$ cat src/rtl/wb_stage.sv
// MIPS writeback stage: MEM/WB pipeline register with source select,
// sub-word load extraction/extension, misalignment detection, $zero
// write suppression, stall/flush control and a retired-instruction counter.
module wb_stage #(
    parameter int unsigned DATA_WIDTH    = 32,
    parameter int unsigned REG_ADDR_W    = 5,
    parameter int unsigned CNT_W         = 32,
    parameter int unsigned ZERO_SUPPRESS = 1
) (
    input  logic                  clk,
    input  logic                  rst_n,
    input  logic                  Stall,
    input  logic                  Flush,
    input  logic                  InValid,
    input  logic                  RegWriteIn,
    input  logic [1:0]            WBSel,
    input  logic [1:0]            LoadSize,
    input  logic                  LoadSigned,
    input  logic [REG_ADDR_W-1:0] WriteRegIn,
    input  logic [DATA_WIDTH-1:0] ReadData,
    input  logic [DATA_WIDTH-1:0] ALUResult,
    input  logic [DATA_WIDTH-1:0] LinkAddr,
    output logic                  WBValid,
    output logic                  RegWrite,
    output logic [REG_ADDR_W-1:0] WriteReg,
    output logic [DATA_WIDTH-1:0] WriteData,
    output logic                  MisalignErr,
    output logic [CNT_W-1:0]      RetireCount
);

    localparam int unsigned OFF_W = $clog2(DATA_WIDTH / 8);

    // Byte offset of the load within the aligned memory word.
    logic [OFF_W-1:0]      off;
    // Memory word shifted so the addressed byte lane sits at bit 0 (little-endian).
    logic [DATA_WIDTH-1:0] shiftedData;
    logic [DATA_WIDTH-1:0] loadData;
    logic                  misaligned;
    logic                  zeroOk;

    logic                  wbValidNext;
    logic                  regWriteNext;
    logic                  misalignNext;
    logic [DATA_WIDTH-1:0] writeDataNext;

    logic                  wbValidReg;
    logic                  regWriteReg;
    logic [REG_ADDR_W-1:0] writeRegReg;
    logic [DATA_WIDTH-1:0] writeDataReg;
    logic                  misalignReg;
    logic [CNT_W-1:0]      retireCountReg;

    assign off         = ALUResult[OFF_W-1:0];
    assign shiftedData = ReadData >> {off, 3'b000};

    // Extract the addressed sub-word and zero/sign-extend it to full width.
    always_comb begin
        loadData = ReadData;
        case (LoadSize)
            2'd0: loadData = LoadSigned ? DATA_WIDTH'($signed(shiftedData[7:0]))
                                        : DATA_WIDTH'(shiftedData[7:0]);
            2'd1: loadData = LoadSigned ? DATA_WIDTH'($signed(shiftedData[15:0]))
                                        : DATA_WIDTH'(shiftedData[15:0]);
            2'd2: loadData = LoadSigned ? DATA_WIDTH'($signed(shiftedData[31:0]))
                                        : DATA_WIDTH'(shiftedData[31:0]);
            default: loadData = ReadData;
        endcase
    end

    // Flag loads whose offset is not a multiple of the access size.
    // At 32-bit width a full load is a word load, so both rules coincide.
    always_comb begin
        misaligned = 1'b0;
        if (WBSel == 2'd1) begin
            case (LoadSize)
                2'd1:    misaligned = off[0];
                2'd2:    misaligned = (off[1:0] != 2'b00);
                2'd3:    misaligned = (off != '0);
                default: misaligned = 1'b0;
            endcase
        end
    end

    // Select the writeback source and form the next register contents.
    always_comb begin
        case (WBSel)
            2'd1:    writeDataNext = loadData;
            2'd2:    writeDataNext = LinkAddr;
            default: writeDataNext = ALUResult;
        endcase
        zeroOk       = (ZERO_SUPPRESS == 0) || (WriteRegIn != '0);
        wbValidNext  = InValid;
        regWriteNext = InValid & RegWriteIn & ~misaligned & zeroOk;
        misalignNext = InValid & misaligned;
    end

    // MEM/WB register: flush beats stall, stall holds, otherwise load.
    always_ff @(posedge clk or negedge rst_n) begin
        if (!rst_n) begin
            wbValidReg   <= 1'b0;
            regWriteReg  <= 1'b0;
            writeRegReg  <= '0;
            writeDataReg <= '0;
            misalignReg  <= 1'b0;
        end else if (Flush) begin
            wbValidReg   <= 1'b0;
            regWriteReg  <= 1'b0;
            writeRegReg  <= '0;
            writeDataReg <= '0;
            misalignReg  <= 1'b0;
        end else if (!Stall) begin
            wbValidReg   <= wbValidNext;
            regWriteReg  <= regWriteNext;
            writeRegReg  <= WriteRegIn;
            writeDataReg <= writeDataNext;
            misalignReg  <= misalignNext;
        end
    end

    // Count an instruction whenever a valid occupant leaves WB (advance or flush).
    always_ff @(posedge clk or negedge rst_n) begin
        if (!rst_n) begin
            retireCountReg <= '0;
        end else if (wbValidReg && (!Stall || Flush)) begin
            retireCountReg <= retireCountReg + 1'b1;
        end
    end

    assign WBValid     = wbValidReg;
    assign RegWrite    = regWriteReg;
    assign WriteReg    = writeRegReg;
    assign WriteData   = writeDataReg;
    assign MisalignErr = misalignReg;
    assign RetireCount = retireCountReg;

endmodule

$ cat config.mk
export PLATFORM = sky130hd
export DESIGN_NAME = wb_stage
export DESIGN_NICKNAME = d
export VERILOG_FILES = /design/src/rtl/wb_stage.sv
export SDC_FILE = /design/constraint.sdc
export NUM_CORES = 1
export LEC_CHECK = 0
export ABC_AREA = 0
export BUFFER_PORTS_ARGS = -buffer_cell sky130_fd_sc_hd__buf_2
export CAP_MARGIN = 20
export CORE_MARGIN = 1
export CORE_UTILIZATION = 45
export DETAILED_ROUTE_END_ITERATION = 8
export PLACE_DENSITY = 0.84
export REMOVE_ABC_BUFFERS = 1
export SYNTH_ARGS = -nofsm -noshare
export SYNTH_HDL_FRONTEND = slang
export SYNTH_SLANG_ARGS = --single-unit
$ cat constraint.sdc
create_clock -name clk -period 3.68 [get_ports clk]
set_input_delay 0.368 -clock clk [delete_from_list [all_inputs] [get_ports clk]]
set_output_delay 0.368 -clock clk [all_outputs]
set_load 0.02 [all_outputs]
==> results of run 1 <==
## how the worst max path moves through the flow
| stage | start | to | slack [ps] | depth (start not counted) |
|---|---|---|---|---|
| 2_1_floorplan | WBSel[0] | WriteData[23] | 1160 | 6 |
| 3_3_place_gp | ALUResult[0] | WriteData[17] | 1250 | 5 |
| 3_5_place_dp | ALUResult[0] | WriteData[17] | 1170 | 5 |
| 4_1_cts | ALUResult[0] | WriteData[21] | 1530 | 5 |
| 5_1_grt | ALUResult[0] | WriteData[22] | 1410 | 5 |
| 6_report | ALUResult[0] | WriteData[21] | 1490 | 5 |
## worst register-to-register path, delay by kind of cell (launching register included)
family | cells | cell delay (ps)
XOR/XNOR | 1 | 200
flip-flops | 1 | 420
AND/OR/NAND/NOR | 3 | 1230
## cells in the final DEF, fill, tap and decap left out, drive strengths merged, types with 11 or more instances in the layout
cell	count
nand2b	12
nand3	16
buf	191
nand2	23
xor2	22
nor2	21
nor3	11
a221oi	15
inv	36
o21ai	25
o211ai	22
dfrtp	72
o2111ai	15
a21oi	51
a22oi	12
mux2i	19
a211oi	16
nor4	15
## kinds of logic (layout without fill, tap and decap cells)
family,count (synthesis),in the layout,synth area share
muxes,27,27,0.05915
buffers and inverters,83,243,0.06600
AOI/OAI and AO/OA,207,207,0.2865
xor gates and xnor gates,31,31,0.05304
adders and majority gates,3,3,0.007334
and+or+nand+nor,149,149,0.1760
DFF,72,72,0.3520
## cells in the mapped netlist (all sizes together) (8+ instances only)
cell,number
a22oi,12
clkbuf,32
a211oi,16
dfrtp,72
a22o,8
nand2,23
a21oi,51
nand3b,8
nor2b,10
nor3,11
o211ai,22
xnor2,9
o21ai,25
a221oi,15
nor4,15
nand2b,12
inv,35
o2111ai,15
xor2,22
mux2i,19
nand4,9
nand3,16
nor2,21
buf,15
## registers in the layout, indices dropped and copies added, names as in the netlist
signal / cells
RegWrite: 1
RetireCount: 32
WriteReg: 5
WriteData: 32
WBValid: 1
MisalignErr: 1
## metrics by stage
step | cells | worst slack (ps)
floorplan | 525 | 1162
global placement | 856 | 1253
detailed placement | 856 | 1174
CTS | 872 | 1527
global route | 872 | 1414
finish | 872 | 1494
## layer usage
layer,track usage,part of all wire,vias to the layer above
li1,-,-,2500
met1,0.3600,0.41,2625
met2,0.4697,0.48,288
met3,0.06097,0.080,42
met4,0.1149,0.030,0
met5,0,0,-
## power by group through the flow
stage / clock, mW / combinational (mW) / sequential [mW]
4_1_cts: 0.904 / 0.635 / 0.927
5_1_grt: 0.941 / 0.692 / 0.938
3_3_place_gp: 0 / 0.617 / 0.935
2_1_floorplan: 0 / 0.268 / 1.01
6_report: 0.894 / 0.639 / 0.928
3_5_place_dp: 0 / 0.630 / 0.940
## final cells by class
cell class | count | area, µm² | share of cell area
clock buffer | 10 | 229.0 | 0.03595
clock inverter | 6 | 67.56 | 0.01061
tap | 140 | 175.2 | 0.02750
inverter | 36 | 135.1 | 0.02122
sequential | 72 | 1802 | 0.2829
timing repair buffer | 191 | 978.4 | 0.1536
multi-input combinational | 417 | 2982 | 0.4682
==> impl_metrics.tcl, run 1 <==
set metrics [dict create \
    status "finished, final reports clean" \
    fmax_mhz 457.5 \
    wirelength_mm 16.53 \
    power_mw 2.462 \
    cts_tree "done" \
    p_leak_nw 2.929 \
    fin_hold_ws_ps 174.0 \
    p_int_mw 1.628 \
    r2r-end "RetireCount[21]" \
    antenna_found_initial 0 \
    clk_pin_slew_ps 60 \
    synthTopCellsByArea "dfrtp_1 35%, a21oi_1 5.0%, xor2_1 3.8%, mux2i_1 3.7%, o211ai_1 3.2%" \
    fin_skew_ps 9.695 \
    cts_buffer_depth 2 \
    max_stage_delay_ps 640 \
    required_ps 3880 \
    htreeDepth 3 \
    n_fill_cell 972 \
    swShare 0.3386 \
    grt_overflow 0 \
    syn2layout_area_growth_pct 24.42 \
    initial_core_util 0.4661 \
    ir_drop_mv 0.2180 \
    crit_path_cell_trace "buf_2, mux2_2, a2111o_1, o21ai_2, o211ai_1" \
    grt_pass1_wl_mm 26.00 \
    p_sw_mw 0.8337 \
    drt_iter0_drc 465 \
    fin_tns_setup_ps 0 \
    track_usage 0.2839 \
    fp.dieArea_um2 11800 \
    cts-resized-gates 0 \
    synth_top_area_cell "dfrtp_1" \
    hold_viol 0 \
    cts_root_buffer "clkbuf_16" \
    fin_crit_ps 2186 \
    reg2reg_slack_ps 1740 \
    async_flop_share 1.000 \
    vias 5455 \
    drive_gt1_frac 0.3169 \
    drc 0 \
    antenna_cells 0 \
    fin_nets 842 \
    die-width_um 108.7 \
    ant_nets 0 \
    cp_top_family "compound AO/OA/AOI/OAI gates" \
    slew_headroom 0.3737 \
    core_um2 10980 \
    fp-row-count 38 \
    worstSkewPairLatency_ps 340 \
    critPathSlowestCell "buf_2" \
    dr.pass1.iters 5 \
    finalInstanceArea_um2 6369 \
    critPathMaxFanout 42 \
    startpoint_type "input pin" \
    synth_top_area_frac 0.3520 \
    cts_buffers 9 \
    grt_max_degree 73 \
    maxCapViolCount 0 \
    post-cts-setup-buffers 0 \
    tightest_slew_ps 939.5 \
    num_io_pins 184 \
    hold_path_class "in -> async" \
    drv_slew 0 \
    p_clk_frac 0.363 \
    cts.sinks 72 \
    synth_ff_type "dfrtp_1" \
    setup_viol 0 \
    post-dp-hpwl_mm 12.03 \
    critPathKind "in -> reg" \
    ys_warn_count 0 \
    portBuffers 183 \
    viasPerCell 6.256 \
    fin_util 0.5799 \
    netlist_area_um2 5119 \
    r2r_cells 4 \
    power_frac_comb 0.260 \
    synth_edf_count 0 \
    rsz0062_at_grt "false" \
    cp_num_buf_inv 1 \
    p_per_area_nw_per_um2 386.6 \
    syn_inst 572 \
    seqPwrFrac 0.377 \
    syn_avg_cell_area_um2 8.949 \
    die_h_um 108.7 \
    grt_pass1_vias 5299 \
    synth-seq-cells 72 \
    wl_per_cell_um 18.96 \
    period_share 0.5940 \
    critPathCaptureType "flip-flop" \
    worstPathArrival_ps 2390 \
    placed_area_um2 6072 \
    timing.rr.start "WBValid" \
    gp_congestion 0.9369 \
    yosysSeqAreaShare 0.3520 \
    synth.distinct_cells 64 \
    hold_buffers 0 \
]
Note: power is estimated with default switching activity, not from simulation.
==> run 2: changes to the inputs <==
==> constraint.sdc (replaced) <==
create_clock -name clk -period 2.27 [get_ports clk]
set_input_delay 0.227 -clock clk [delete_from_list [all_inputs] [get_ports clk]]
set_output_delay 0.227 -clock clk [all_outputs]
set_load 0.02 [all_outputs]
==> impl_metrics.tcl, run 2 (synthesis gave the netlist of run 1 again) <==
set metrics [dict create \
    grt_pass1_wl_mm 26.53 \
    fin_skew_ps 7.113 \
    layout_commonest_cell "buf_2" \
    fin_tns_setup_ps 0 \
    startpoint_type "flip-flop" \
    htreeDepth 3 \
    required_ps 2520 \
    setup_viol 0 \
    finalInstanceArea_um2 6490 \
    antenna_cells 0 \
    portBuffers 183 \
    maxCapViolCount 0 \
    fin_util 0.5909 \
    num_io_pins 184 \
    cts_buffers 9 \
    track_usage 0.2911 \
    antenna_found_initial 1 \
    period_share 0.8088 \
    slew_headroom 0.5428 \
    dr.pass1.iters 5 \
    p_leak_nw 3.004 \
    drv_slew 0 \
    vias 5572 \
    status "finished, final reports clean" \
    post-cts-setup-buffers 0 \
    wirelength_mm 17.05 \
    critPathKind "reg -> reg" \
    fp.dieArea_um2 11800 \
    viasPerCell 6.296 \
    cts_tree "done" \
    layout.cells.non_filler 885 \
    crit_path_cell_trace "nand2_1, or3_1, nor4_2, xor2_1" \
    fin_nets 855 \
    fp-row-count 38 \
    die_h_um 108.7 \
    power_mw 4.052 \
    grt_pass1_vias 5315 \
    ir_drop_mv 0.4295 \
    placed_area_um2 6175 \
    cts_root_buffer "clkbuf_16" \
    tightest_slew_ps 685.8 \
    hold_viol 0 \
    rsz0062_at_grt "false" \
    drt_iter0_drc 570 \
    die-width_um 108.7 \
    worstPathArrival_ps 2090 \
    drc 0 \
    wl_per_cell_um 19.27 \
    clk_pin_slew_ps 60 \
    ant_nets 0 \
    final_cell_mix "182 x buf_2, 72 x dfrtp_1, 51 x a21oi_1" \
    critPathMaxFanout 13 \
    fmax_mhz 544.7 \
    p_per_area_nw_per_um2 624.4 \
    syn2layout_area_growth_pct 26.79 \
    fin_crit_ps 1836 \
    max_stage_delay_ps 650 \
    critPathSlowestCell "or3_1" \
    cts.sinks 72 \
    core_um2 10980 \
    hold_path_class "in -> reg" \
    post-dp-hpwl_mm 12.67 \
    gp_congestion 0.9656 \
    critPathCaptureType "flip-flop" \
    reg2reg_slack_ps 430 \
    drive_gt1_frac 0.3289 \
    grt_max_degree 44 \
    grt_overflow 0 \
    initial_core_util 0.4661 \
    cts_buffer_depth 2 \
    dp.cells 868 \
    worstSkewPairLatency_ps 330 \
]
run 2: cell types whose count changed in the layout (fill, tap and decap cells not counted):
cell,before,now
clkinvlp_4,2,1
buf_4,9,20
dlygate4sd3_1,0,1
clkbuf_1,1,0
clkinv_4,1,2
buf_12,0,1
inv_8,0,1
run 2: per-stage QoR:
stage	setup slack (ps)	hold slack [ps]
finish	434.1	150.8
global route	339.8	158.2
CTS	425.9	146.2
detailed placement	316.3	284.6
global placement	353.7	274.8
floorplan	-106.7	-68.59
run 2: critical path, delay by kind of cell, from the launching register on:
family	cells	cell delay (ps)
XOR/XNOR	1	200
flip-flops	1	410
AND/OR/NAND/NOR	3	1150
run 2: power breakdown:
| group | internal [mW] | switching (mW) |
|---|---|---|
| combinational | 0.411 | 0.662 |
| clock | 0.865 | 0.607 |
| sequential | 1.39 | 0.114 |
run 2: cell type report:
type / instances / area [µm²]
inverter: 36 / 135.1
clock inverter: 7 / 80.08
sequential: 72 / 1802
tap: 140 / 175.2
timing repair buffer: 204 / 1091
multi-input combinational: 417 / 2982
clock buffer: 9 / 225.2
fill: 1001 / 4493
run 2: worst paths after layout:
check                                startpoint         endpoint  cells after the start
worst max-delay path             RetireCount[2]  RetireCount[21]                      4
worst min register to register  RetireCount[17]  RetireCount[17]                      1
worst max register to register   RetireCount[2]  RetireCount[21]                      4
max in group asynchronous                 rst_n     WriteData[5]                      3
worst min-delay path              WriteRegIn[2]      WriteReg[2]                      3
min in group asynchronous                 rst_n    WriteData[16]                      2
run 2: timing repair:
action,in CTS,in global routing
gates resized for setup,0,0
endpoints found under the hold margin,42,0
hold buffers,1,0
run 2: per-layer routing:
layer	wire length, µm	global-route usage
met4	531	0.1322
met2	7927	0.4711
met5	13	0
met3	1518	0.05499
met1	7061	0.3767
==> run 3: changes to the inputs <==
--- a/config.mk
+++ b/config.mk
@@ -11,7 +11,7 @@
 export CORE_MARGIN = 1
 export CORE_UTILIZATION = 45
 export DETAILED_ROUTE_END_ITERATION = 8
-export PLACE_DENSITY = 0.84
+export PLACE_DENSITY = 0.87
 export REMOVE_ABC_BUFFERS = 1
 export SYNTH_ARGS = -nofsm -noshare
 export SYNTH_HDL_FRONTEND = slang
==> constraint.sdc (replaced) <==
create_clock -name clk -period 1.6 [get_ports clk]
set_input_delay 0.16 -clock clk [delete_from_list [all_inputs] [get_ports clk]]
set_output_delay 0.16 -clock clk [all_outputs]
set_load 0.02 [all_outputs]
==> impl_metrics.tcl, run 3 (synthesis gave the netlist of run 1 again) <==
set metrics [dict create \
    swShare 0.3343 \
    fin_util 0.6472 \
    crit_path_cell_trace "nand2_1, or3_4, buf_6, nor4_4, xor2_1" \
    drc 0 \
    portBuffers 183 \
    viasPerCell 6.057 \
    timing.rr.start "WBValid" \
    cp_num_buf_inv 1 \
    reg2reg_slack_ps 20 \
    fin_hold_ws_ps 95.77 \
    layout_commonest_cell "buf_2" \
    hold_path_depth 3 \
    critPathCaptureType "flip-flop" \
    p_per_area_nw_per_um2 837.1 \
    gp_congestion 1.005 \
    cts_buffer_depth 2 \
    worstPathArrival_ps 1820 \
    final-seq-area_um2 1802 \
    grt-busiest-layer "met2" \
    startpoint_type "flip-flop" \
    hold_start "RegWriteIn" \
    fp-row-count 38 \
    track_usage 0.2995 \
    cts.sinks 72 \
    multi_input_comb_area_um2 3023 \
    antenna_cells 0 \
    fmax_mhz 633.4 \
    r2r-end "RetireCount[25]" \
    wl_per_cell_um 18.49 \
    ant_nets 0 \
    final_cell_mix "182 x buf_2, 77 x buf_4, 72 x dfrtp_1" \
    drt_iter0_drc 452 \
    p_leak_nw 3.384 \
    fp.dieArea_um2 11800 \
    wirelength_mm 17.56 \
    drive_gt1_frac 0.3889 \
    layout.cells.non_filler 950 \
    r2r_cells 5 \
    worstSkewPairLatency_ps 330 \
    fin_tns_setup_ps 0 \
    core_um2 10980 \
    n_fill_cell 894 \
    p_sw_mw 1.989 \
    grt_max_degree 39 \
    power_frac_comb 0.302 \
    dp.cells 932 \
    grt_util_met1 0.3665 \
    syn2layout_area_growth_pct 38.87 \
    seqPwrFrac 0.351 \
    fin_skew_ps 7.538 \
    min_to "RegWrite" \
    critPathLaunch "WBValid" \
    fin_crit_ps 1579 \
    cts_root_buffer "clkbuf_16" \
    cp_top_family "simple AND/OR/NAND/NOR gates" \
    slew_headroom 0.5283 \
    vias 5754 \
    die_h_um 108.7 \
    grt.met3_usage 0.06515 \
    antenna_found_initial 0 \
    fin_nets 920 \
    initial_core_util 0.4661 \
    hold_viol 0 \
    die-width_um 108.7 \
    post-dp-hpwl_mm 13.55 \
    drv_slew 0 \
    gr-usage-met2 0.5113 \
    critPathKind "reg -> reg" \
    dr.pass1.iters 5 \
    hold_path_class "in -> reg" \
    tightest_slew_ps 706.1 \
    cts_tree "done" \
    p_int_mw 3.961 \
    grt_overflow 0 \
    max_stage_delay_ps 400 \
    critPathSlowestCell "dfrtp_1" \
    ir_drop_mv 0.5805 \
    required_ps 1840 \
    status "finished, final reports clean" \
    num_io_pins 184 \
    htreeDepth 3 \
    clk_pin_slew_ps 60 \
    power_mw 5.950 \
    cts_buffers 9 \
    critPathMaxFanout 6 \
    p_clk_frac 0.346 \
    grt_pass1_vias 5531 \
    maxCapViolCount 0 \
    grt_pass1_wl_mm 27.39 \
    setup_viol 0 \
    period_share 0.9868 \
]
run 3: cell count changes in the layout (fill, tap and decap cells not counted):
| cell | before | now |
|---|---|---|
| buf_4 | 20 | 77 |
| and2_2 | 0 | 1 |
| buf_12 | 1 | 8 |
| inv_6 | 1 | 2 |
| buf_6 | 0 | 1 |
| nor4_4 | 0 | 2 |
| nand3_2 | 0 | 1 |
| nor4_1 | 11 | 9 |
| and2_1 | 7 | 6 |
| inv_8 | 1 | 0 |
| nand3_1 | 16 | 15 |
| or3_1 | 1 | 0 |
| or3_4 | 0 | 1 |
run 3: power by group through the flow:
stage / Clock, mW / Sequential [mW] / Combinational (mW)
CTS: 2.09 / 2.09 / 1.75
global route: 2.16 / 2.11 / 1.94
global placement: 0 / 2.11 / 1.71
detailed placement: 0 / 2.12 / 1.74
floorplan: 0 / 2.33 / 0.617
finish: 2.06 / 2.09 / 1.80
run 3: area by class of cell:
type                       instances  area share
inverter                          36     0.01901
sequential                        72      0.2535
clock buffer                       9     0.03168
timing repair buffer             269      0.2350
tap                              140     0.02464
multi-input combinational        417      0.4253
clock inverter                     7     0.01091
run 3: worst max-delay path by stage:
stage                           end  slack (ps)  depth (start not counted)
global route        RetireCount[29]         -30                          5
finish              RetireCount[25]          20                          5
CTS                 RetireCount[29]          10                          5
detailed placement    WriteData[20]        -180                          6
global placement      WriteData[21]        -120                          6
floorplan             WriteData[23]        -710                          6
run 3: timing repair:
item / CTS / global route
hold endpoints to repair: 26 / 0
hold buffers: 1 / 0
pin swaps: 0 / 2
setup buffers: 0 / 1
gates cloned: 0 / 0
resized for setup: 1 / 7
setup endpoints to repair: 1 / 10
run 3: per-stage QoR:
step                      setup slack [ps]  area, µm²
after floorplan                     -709.7       4916
after global placement              -124.1       6743
after detailed placement            -182.0       6743
after CTS                            13.96       7064
after global routing                -29.75       7108
final                                21.16       7108
run 3: worst reg2reg max path, cell delays in order, from the launching register on:
cell and delay [ps]:
dfrtp_1 400, nand2_1 100, or3_4 390, buf_6 160, nor4_4 240, xor2_1 210
run 3: per-layer routing:
layer  wire (µm)  share of wire
met3        1456          0.083
met2        8458           0.48
met5           0              0
met4         518          0.029
met1        7131           0.41
